==> src/rtl/psum_writeback.sv <==
// psum_writeback: receiving end of the PE_array psum valid/ready stream.
// Each accepted psum is registered and written to the latched GLB bank at
// (base + element index) mod BANK_DEPTH, one write per cycle at full
// throughput. o_done pulses once the programmed element count has been
// presented on the GLB write port.
//
// Optional feature macro: PSUM_WB_RELU_EN
//   defined   : negative (MSB=1) write data is replaced by zero
//   undefined : data is written bit-exact
module psum_writeback #(
  parameter int DATA_BITWIDTH = 32,
  parameter int BANK_NUM      = 3,
  parameter int BANK_DEPTH    = 512,
  parameter int ADDR_W        = $clog2(BANK_DEPTH),
  parameter int BSEL_W        = $clog2(BANK_NUM)
) (
  input  logic                     i_clk,
  input  logic                     i_rst,
  input  logic                     i_start,
  input  logic [BSEL_W-1:0]        i_bank_sel,
  input  logic [ADDR_W-1:0]        i_base_addr,
  input  logic [ADDR_W:0]          i_num_elem,
  output logic                     o_busy,
  output logic                     o_done,
  input  logic                     i_psum_out_valid,
  input  logic [DATA_BITWIDTH-1:0] i_psum_out_data,
  output logic                     o_psum_out_ready,
  output logic [BSEL_W-1:0]        o_glb_bank_sel,
  output logic                     o_glb_we,
  output logic [ADDR_W-1:0]        o_glb_wa,
  output logic [DATA_BITWIDTH-1:0] o_glb_wd
);

  typedef enum logic [1:0] {
    S_IDLE,
    S_RUN,
    S_FLUSH,
    S_DONE
  } state_e;

  localparam logic [ADDR_W:0] CNT_ONE = {{ADDR_W{1'b0}}, 1'b1};

  state_e                   state_q, state_d;
  logic [BSEL_W-1:0]        bank_q, bank_d;
  logic [ADDR_W-1:0]        base_q, base_d;
  logic [ADDR_W:0]          num_q, num_d;
  logic [ADDR_W:0]          cnt_q, cnt_d;
  logic                     we_q, we_d;
  logic [ADDR_W-1:0]        wa_q, wa_d;
  logic [DATA_BITWIDTH-1:0] wd_q, wd_d;

  logic                     hs;
  logic                     last_beat;
  logic [ADDR_W:0]          addr_sum;
  logic [DATA_BITWIDTH-1:0] wr_data;

  // Ready depends only on state so the sender never sees a valid->ready loop.
  assign o_psum_out_ready = (state_q == S_RUN);
  assign o_busy           = (state_q == S_RUN) || (state_q == S_FLUSH);
  assign o_done           = (state_q == S_DONE);
  assign o_glb_bank_sel   = bank_q;
  assign o_glb_we         = we_q;
  assign o_glb_wa         = wa_q;
  assign o_glb_wd         = wd_q;

  assign hs        = i_psum_out_valid && o_psum_out_ready;
  assign last_beat = (cnt_q == (num_q - CNT_ONE));
  // Sum carries one extra bit; dropping it gives the wrap at the bank end.
  assign addr_sum  = {1'b0, base_q} + cnt_q;

`ifdef PSUM_WB_RELU_EN
  assign wr_data = i_psum_out_data[DATA_BITWIDTH-1] ? '0 : i_psum_out_data;
`else
  assign wr_data = i_psum_out_data;
`endif

  // Next-state, config latch, beat counter and registered GLB write.
  always_comb begin
    // NOTE: every variable gets a default before the case so no path leaves
    // it unassigned; a missing default here would infer a latch.
    state_d = state_q;
    bank_d  = bank_q;
    base_d  = base_q;
    num_d   = num_q;
    cnt_d   = cnt_q;
    we_d    = 1'b0;
    wa_d    = wa_q;
    wd_d    = wd_q;

    unique case (state_q)
      S_IDLE: begin
        if (i_start) begin
          bank_d  = i_bank_sel;
          base_d  = i_base_addr;
          num_d   = i_num_elem;
          cnt_d   = '0;
          state_d = (i_num_elem == '0) ? S_DONE : S_RUN;
        end
      end
      S_RUN: begin
        if (hs) begin
          we_d  = 1'b1;
          wa_d  = addr_sum[ADDR_W-1:0];
          wd_d  = wr_data;
          cnt_d = cnt_q + CNT_ONE;
          if (last_beat) begin
            state_d = S_FLUSH;
          end
        end
      end
      // Final write is on the port this cycle; completion follows it.
      S_FLUSH: state_d = S_DONE;
      S_DONE:  state_d = S_IDLE;
      default: state_d = S_IDLE;
    endcase
  end

  // State and datapath registers; reset abandons any transfer in flight.
  always_ff @(posedge i_clk or posedge i_rst) begin
    if (i_rst) begin
      state_q <= S_IDLE;
      bank_q  <= '0;
      base_q  <= '0;
      num_q   <= '0;
      cnt_q   <= '0;
      we_q    <= 1'b0;
      wa_q    <= '0;
      wd_q    <= '0;
    end else begin
      // NOTE: non-blocking assignments so every flop samples pre-edge values.
      state_q <= state_d;
      bank_q  <= bank_d;
      base_q  <= base_d;
      num_q   <= num_d;
      cnt_q   <= cnt_d;
      we_q    <= we_d;
      wa_q    <= wa_d;
      wd_q    <= wd_d;
    end
  end

endmodule

==> config.mk <==
export PLATFORM = sky130hd
export DESIGN_NAME = psum_writeback
export DESIGN_NICKNAME = d
export VERILOG_FILES = /design/src/rtl/psum_writeback.sv
export SDC_FILE = /design/constraint.sdc
export NUM_CORES = 1
export LEC_CHECK = 0
export ABC_AREA = 0
export BUFFER_PORTS_ARGS = -buffer_cell sky130_fd_sc_hd__buf_4
export CORE_UTILIZATION = 55
export DETAILED_ROUTE_END_ITERATION = 12
export PLACE_DENSITY = 0.94
export REMOVE_ABC_BUFFERS = 1
export SLEW_MARGIN = 30
export SYNTH_ARGS = -nofsm -noshare
export SYNTH_HDL_FRONTEND = slang
export SYNTH_SLANG_ARGS = --single-unit
==> constraint.sdc <==
create_clock -name i_clk -period 4.9 [get_ports i_clk]
set_input_delay 0.49 -clock i_clk [delete_from_list [all_inputs] [get_ports i_clk]]
set_output_delay 0.49 -clock i_clk [all_outputs]
set_load 0.1 [all_outputs]
==> results of run 1 <==
==> layer usage <==
layer  up-vias  track usage [%]  share of wire [%]
met2        74            46.34                 55
met5         -                0                  0
met3        18            5.015                3.2
met4         0            9.861                2.3
li1       1331                -                  -
met1      1409            30.51                 40
==> metrics by stage <==
stage / hold WS [ps] / setup slack [ps]
global placement: 467.6 / 2389
finish: 231.9 / 2134
CTS: 260.8 / 2129
global route: 298.1 / 1899
detailed placement: 491.1 / 2214
floorplan: 486.3 / 1791
==> worst paths after layout <==
check | startpoint | to | slack (ps) | cells after the start
max in group asynchronous | i_rst | num_q[6] | 3650 | 3
max | state_q[1] | o_glb_wd[29] | 2130 | 5
min in group i_clk | i_psum_out_data[14] | o_glb_wd[14] | 360 | 2
max reg2reg | state_q[1] | o_glb_wd[29] | 2130 | 5
min | i_rst | o_glb_wd[18] | 230 | 2
min reg2reg | o_glb_wa[5] | o_glb_wa[5] | 500 | 2
==> state kept, by name (all words and copies together), names as in the netlist <==
register        flops
o_glb_wd           32
cnt_q              10
num_q              10
base_q              9
o_glb_wa            9
o_glb_bank_sel      2
state_q             2
o_glb_we            1
==> layout make-up <==
class | instances | share of cell area (%)
multi-input cells | 213 | 37.12
flip-flops and latches | 75 | 39.43
clock buffers | 12 | 2.839
clock inverters | 4 | 1.078
inverters | 14 | 1.104
well taps | 77 | 2.024
repair buffers | 104 | 16.40
==> synth_stat cells (4+ instances only) <==
master	n	area, um^2
xor2_1	11	96.34
inv_1	13	48.80
nor4_1	4	25.02
buf_1	4	15.01
mux2_2	54	608.1
nor3_1	4	20.02
xnor2_1	11	96.34
a31oi_1	4	25.02
ha_1	15	187.7
and3_1	5	31.28
o21ai_0	13	65.06
nor2_1	14	52.55
or3_1	4	25.02
nand3_1	11	55.05
dfrtp_1	75	1877
nand2_1	11	41.29
a21oi_1	6	30.03
==> critical path, cell delays in order, from the launching register on <==
cell and delay (ps):
dfrtp_1 410, inv_1 130, ha_1 460, nand2_1 480
inv_2 730, mux2_2 420
==> kinds of logic (layout without fill, tap and decap cells) <==
| logic type | Yosys count | count (layout) |
|---|---|---|
| simple gates | 77 | 77 |
| flops | 75 | 75 |
| mux | 56 | 56 |
| compound gates | 42 | 42 |
| buf+inv | 24 | 134 |
| xor+xnor | 22 | 22 |
| fa+ha+maj | 16 | 16 |
==> flow_summary.yaml, run 1 <==
yosys:
  synth-adder-area-share_pct: 5.537
  synth_simple_gate_area_share_pct: 12.07
  synth_edf_count: 0
  synthXorXnorAreaFrac_pct: 5.137
  syn_area_um2: 3751
  synth.area.mux_share_pct: 16.74
  yosysWarningCount: 0
  avgSynthCellArea_um2: 12.02
  synthesis.instances: 312
  seq_area_frac_synth_pct: 50.03
  synthFlopType: "dfrtp_1"
  synth-async-reset-ratio_pct: 100.0
  yosysUniqueCellTypes: 57
  ys_seq_elements: 75
  synth_compound_area_share_pct: 7.538
  synth_top_family_by_area: "multiplexers"
layout:
  seqCellArea_um2: 1877
  fillers: 438
  synthToLayoutAreaGrowth_pct: 26.88
  final_nets: 490
  fin_cells: 499
  fin_area_um2: 4760
  drive_above_1_share_pct: 43.36
  num_antenna_cells: 0
  multi_input_area_um2: 1767
  final_cell_mix: "buf_4, dfrtp_1, mux2_2"
  fin_util_pct: 73.69
  final_common_cell: "buf_4"
clocking:
  cts.sink_count: 75
  clockBufferDepth: 2
  cts-htree-levels: 3
  post-cts-setup-buffers: 0
  cts_hold_buf: 0
  cts_root_buf: "clkbuf_8"
  cts_tree: "yes"
  numCtsBuffers: 9
  clk_latency_ps: 360
  cts.repair.resized: 0
  clkTransAtPathRegs_ps: 80
route:
  postRouteAntennaNets: 0
  avgViaCountPerCell: 5.675
  wl_um: 8569
  drc: 0
  num_vias: 2832
  drt_pass1_iterations: 6
  drt_iter0_markers: 144
  avgRoutedWirePerCell_um: 17.17
timing:
  drv_slew: 0
  slew_headroom_pct: 49.36
  hold_violations: 0
  timing.final.crit_share_pct: 56.44
  finalCriticalPeriod_ps: 2766
  tightestPinTransition_ps: 758.5
  setup_violations: 0
  skew_ps: 10.16
  fmax_mhz: 361.6
  grt_setup_unrepaired: "false"
  setup_tns_ps: 0
placement:
  dp_cells: 483
  placed_area_um2: 4571
  dpl.hpwl_um: 6138
  port_buffers: 103
  gp_congestion: 0.7803
global_routing:
  grt_overflow: 0
  grt_max_degree: 45
  antenna_found_initial: 0
  grt_use_total_pct: 25.77
  grt_pass1_vias: 2954
  grt_pass1_wl_um: 14420
die:
  fp.dieH_um: 84.59
  floorplan.initialDensity_pct: 58.08
  die_w_um: 84.59
  row_count: 29
  fp.dieArea_um2: 7155
  core_area_um2: 6459
  ioPinCount: 104
outcome:
  status: "finished clean"
setup_path:
  required_ps: 5130
  worstSetupEndpointType: "flip-flop"
  crit_type: "flip-flop to flip-flop"
  worstPathArrival_ps: 3000
  cp_max_fo: 37
  worstSetupStartpointType: "flip-flop"
worst_hold_path:
  hold_path_class: "input port to async pin"
run:
  maxCapViolations: 0
Power of run 1 is not shown: default switching activity piles up to over one toggle a cycle in this logic, so the estimate is an artifact.
==> run 2, diff against run 1 <==
--- a/config.mk
+++ b/config.mk
@@ -5,11 +5,11 @@
 export SDC_FILE = /design/constraint.sdc
 export NUM_CORES = 1
 export LEC_CHECK = 0
-export ABC_AREA = 0
+export ABC_AREA = 1
 export BUFFER_PORTS_ARGS = -buffer_cell sky130_fd_sc_hd__buf_4
-export CORE_UTILIZATION = 55
+export CORE_UTILIZATION = 53
 export DETAILED_ROUTE_END_ITERATION = 12
-export PLACE_DENSITY = 0.94
+export PLACE_DENSITY = 0.91
 export REMOVE_ABC_BUFFERS = 1
 export SLEW_MARGIN = 30
 export SYNTH_ARGS = -nofsm -noshare
==> constraint.sdc (replaced) <==
create_clock -name i_clk -period 2.9 [get_ports i_clk]
set_input_delay 0.29 -clock i_clk [delete_from_list [all_inputs] [get_ports i_clk]]
set_output_delay 0.29 -clock i_clk [all_outputs]
set_load 0.1 [all_outputs]
==> flow_summary.yaml, run 2 <==
yosys:
  syn_area_um2: 3864
  yosysUniqueCellTypes: 37
  synth.area.mux_share_pct: 3.206
  synth_commonest_cells: "nand2_1, dfrtp_1, inv_1"
  yosys.cell_count.top_type: "nand2_1"
  avgSynthCellArea_um2: 8.345
  seq_area_frac_synth_pct: 48.58
  synth_edf_count: 0
  synth_compound_area_share_pct: 6.056
  yosysWarningCount: 0
  synthesis.instances: 463
  synthFlopType: "dfrtp_1"
  synth_simple_gate_area_share_pct: 28.08
  yosysTopAreaCell: "dfrtp_1"
  synth.area.top_cells: "dfrtp_1, nand2_1, ha_1"
  synth-async-reset-ratio_pct: 100.0
  synthXorXnorAreaFrac_pct: 2.720
  synth_top_cell_area_share_pct: 48.58
  synth-adder-area-share_pct: 5.376
  ys_seq_elements: 75
  synth_top_family_by_area: "simple AND/OR/NAND/NOR gates"
setup_path:
  worstSetupEndpointType: "flip-flop"
  crit_type: "flip-flop to flip-flop"
  worstPathArrival_ps: 2280
  worstSetupStartpointType: "flip-flop"
  required_ps: 3150
  cp_max_fo: 7
layout:
  synthToLayoutAreaGrowth_pct: 27.04
  final_nets: 641
  num_antenna_cells: 0
  final_cell_mix: "nand2_1, buf_4, dfrtp_1"
  drive_above_1_share_pct: 27.75
  final_common_cell: "nand2_1"
  largest_register_ffs: 32
  fillers: 507
clocking:
  cts-htree-levels: 3
  cts.repair.resized: 0
  cts_tree: "yes"
  cts_hold_buf: 0
  post-cts-setup-buffers: 0
  clockBufferDepth: 2
  clk_latency_ps: 360
  clkTransAtPathRegs_ps: 90
  numCtsBuffers: 9
  cts.sink_count: 75
  cts_root_buf: "clkbuf_8"
global_routing:
  antenna_found_initial: 0
  grt_pass1_vias: 3294
  grt_use_total_pct: 25.84
  grt_pass1_wl_um: 15060
  grt_overflow: 0
  grt_max_degree: 76
run:
  maxCapViolations: 0
route:
  num_vias: 3426
  postRouteAntennaNets: 0
  drc: 0
  wl_um: 8964
  drt_pass1_iterations: 4
  avgRoutedWirePerCell_um: 13.40
  avgViaCountPerCell: 5.121
  drt_iter0_markers: 264
die:
  fp.dieArea_um2: 7635
  row_count: 30
  die_w_um: 87.38
  floorplan.initialDensity_pct: 55.94
  fp.dieH_um: 87.38
  core_area_um2: 6907
  ioPinCount: 104
placement:
  gp_congestion: 0.8903
  dpl.hpwl_um: 6674
  port_buffers: 103
timing:
  setup_violations: 0
  grt_setup_unrepaired: "false"
  hold_violations: 0
  timing.final.crit_share_pct: 70.17
  setup_tns_ps: 0
  skew_ps: 12.34
  finalCriticalPeriod_ps: 2035
  slew_headroom_pct: 55.61
  fmax_mhz: 491.4
  tightestPinTransition_ps: 665.8
  drv_slew: 0
worst_hold_path:
  hold_path_class: "input port to async pin"
outcome:
  status: "finished clean"
run 2: stage by stage:
| stage | setup slack [ps] | std cells | util [%] | hold slack, ps | instance area (um^2) |
|---|---|---|---|---|---|
| after global routing | 680.6 | 669 | 71.07 | 115.5 | 4908 |
| after global placement | 1031 | 653 | 68.42 | 463.1 | 4726 |
| after CTS | 873.4 | 669 | 71.01 | 113.2 | 4905 |
| after floorplan | -745.1 | 450 | - | 399.6 | 3802 |
| after detailed placement | 896.6 | 653 | 68.42 | 466.0 | 4726 |
| final | 865.1 | 669 | 71.07 | 103.6 | 4908 |
run 2: worst max-delay path, stage by stage, from the launching register on:
cell	delay, ps
dfrtp_1	460
ha_1	210
inv_1	60
fa_1	360
inv_1	90
nand3_1	70
nand2_1	140
nand4_1	120
and3_1	180
o31ai_1	240
run 2: logic make-up after synthesis:
kind of cell,Yosys count
AOI/OAI and AO/OA,43
xor gates and xnor gates,12
adders and majority gates,16
buffers and inverters,58
DFF,75
muxes,11
and+or+nand+nor,248
run 2: area by class of cell:
| class | count | area, um^2 | area share, % |
|---|---|---|---|
| clock inverter | 5 | 37.54 | 0.7647 |
| timing repair buffer | 107 | 807.0 | 16.44 |
| multi-input combinational | 330 | 1755 | 35.76 |
| sequential | 75 | 1877 | 38.24 |
| inverter | 45 | 170.2 | 3.467 |
| tap | 96 | 120.1 | 2.447 |
| clock buffer | 11 | 141.4 | 2.880 |
run 2: metal layers:
metal  up-vias  routed length [um]  track usage (%)
met1      1618                3805            33.29
met3        28                 408            4.265
met5         -                   0                0
met2       100                4443            41.41
li1       1680                   -                -
met4         0                 307            14.75
run 2: path summary, 6_finish.rpt:
kind | start | end | depth (start not counted) | slack (ps)
min reg2reg | o_glb_wd[2] | o_glb_wd[2] | 2 | 490
min in group i_clk | i_psum_out_data[22] | o_glb_wd[22] | 3 | 110
max reg2reg | cnt_q[0] | o_glb_wa[8] | 9 | 870
max in group asynchronous | i_rst | base_q[7] | 3 | 2330
max | cnt_q[0] | o_glb_wa[8] | 9 | 870
min | i_rst | o_glb_wd[16] | 3 | 100
Power of run 2 is left out for the same reason.
==> run 3, diff against run 2 <==
==> constraint.sdc (replaced) <==
create_clock -name i_clk -period 2 [get_ports i_clk]
set_input_delay 0.2 -clock i_clk [delete_from_list [all_inputs] [get_ports i_clk]]
set_output_delay 0.2 -clock i_clk [all_outputs]
set_load 0.1 [all_outputs]
==> flow_summary.yaml, run 3 (synthesis gave the netlist of run 2 again) <==
route:
  num_vias: 3560
  drt_iter0_markers: 270
  avgViaCountPerCell: 5.266
  drt_pass1_iterations: 5
  avgRoutedWirePerCell_um: 14.10
  wl_um: 9532
  postRouteAntennaNets: 0
  drc: 0
setup_path:
  worstSetupEndpointType: "flip-flop"
  cp_slowest_cell: "dfrtp_1"
  worst_path_largest_cell_delay_ps: 450
  crit_family: "compound AO/OA/AOI/OAI gates"
  worstPathArrival_ps: 2130
  r2r_slack_ps: 110
  cp.depth: 8
  r2r_start: "cnt_q[2]"
  r2r_cells: 8
  cp_max_fo: 6
  crit_top_cell: "nand2_1"
  crit_chain: "ha_1, a21oi_1, nand2_1, nand2_1, nand2_1, a21oi_1, xor2_1, o21ai_0"
  worstSetupStartpointType: "flip-flop"
  worstReg2RegEnd: "o_glb_wa[5]"
  path_buf_inv: 0
  required_ps: 2250
  crit_type: "flip-flop to flip-flop"
placement:
  dpl.hpwl_um: 6905
  port_buffers: 103
  dp_slack_ps: 120.2
  gp_congestion: 0.8856
die:
  fp.dieH_um: 87.38
  row_count: 30
  core_area_um2: 6907
  floorplan.initialDensity_pct: 55.94
  fp.dieArea_um2: 7635
  die_w_um: 87.38
  ioPinCount: 104
global_routing:
  busiest_layer: "met2"
  grt_pass1_vias: 3532
  antenna_found_initial: 0
  grt_use_met2_pct: 45.67
  grt_util_met3_pct: 5.308
  grtUsageMet1_pct: 32.47
  grt_pass1_wl_um: 15860
  grt_max_degree: 35
  grt_overflow: 0
  grt_use_total_pct: 27.21
outcome:
  status: "finished clean"
timing:
  skew_ps: 7.942
  timing.final.crit_share_pct: 94.38
  tightestPinTransition_ps: 584.7
  setup_violations: 0
  setup_tns_ps: 0
  drv_slew: 0
  fmax_mhz: 529.8
  worst_slack_ps: 112.4
  finalCriticalPeriod_ps: 1888
  slew_headroom_pct: 60.96
  hold_violations: 0
clocking:
  cts.sink_count: 75
  cts_tree: "yes"
  numCtsBuffers: 9
  clk_latency_ps: 360
  clockBufferDepth: 2
  cts_root_buf: "clkbuf_8"
  cts-htree-levels: 3
  clkTransAtPathRegs_ps: 90
layout:
  final_cell_mix: "nand2_1, buf_4, dfrtp_1"
  final_nets: 648
  num_antenna_cells: 0
  largest_register_ffs: 32
  synthToLayoutAreaGrowth_pct: 29.47
  drive_above_1_share_pct: 29.31
  final_common_cell: "nand2_1"
worst_hold_path:
  hold_start: "i_psum_out_data[3]"
  hold_path_class: "input port to flip-flop"
  holdPathStages: 3
  min_to: "o_glb_wd[3]"
run:
  maxCapViolations: 0
==> run 3: per-stage QoR <==
step | cell area, um^2 | hold WS [ps] | cells | utilization [%]
after floorplan | 3802 | 309.6 | 450 | -
after global placement | 4788 | 302.0 | 658 | 69.33
after detailed placement | 4788 | 313.1 | 658 | 69.33
after CTS | 4982 | 22.04 | 675 | 72.14
after global routing | 5002 | 31.52 | 676 | 72.43
final | 5002 | 27.55 | 676 | 72.43
==> run 3: how the worst max path moves through the flow <==
stage                          start          end  slack [ps]
final                       cnt_q[2]  o_glb_wa[5]         110
after global routing        cnt_q[2]  o_glb_wa[5]         -20
after CTS                 state_q[0]     cnt_q[6]         100
after detailed placement  state_q[0]     cnt_q[6]         120
after global placement    state_q[0]     cnt_q[7]         230
after floorplan           state_q[1]     cnt_q[0]       -1650
==> run 3: final cells by class <==
type	instances	area, um^2
fillers	505	1904
flip-flops and latches	75	1877
multi-input cells	330	1768
repair buffers	114	883.3
inverters	45	170.2
clock buffers	10	137.6
well taps	96	120.1
clock inverters	6	46.29
==> run 3: tightest hold or removal path: stages <==
cell     delay (ps)
buf_4            70
nand2_1          40
nand2_1          50
==> run 3: per-layer routing <==
layer / vias up / wire, um
met5: - / 0
met4: 0 / 393
met3: 34 / 563
li1: 1695 / -
met2: 139 / 4724
met1: 1692 / 3850
==> run 3: what timing repair did <==
action / CTS / global route
setup endpoints to repair: 0 / 3
buffers inserted: 0 / 1
resized for setup: 0 / 4
endpoints found under the hold margin: 26 / 0
hold buffers: 1 / 0
Power of run 3 is left out for the same reason.
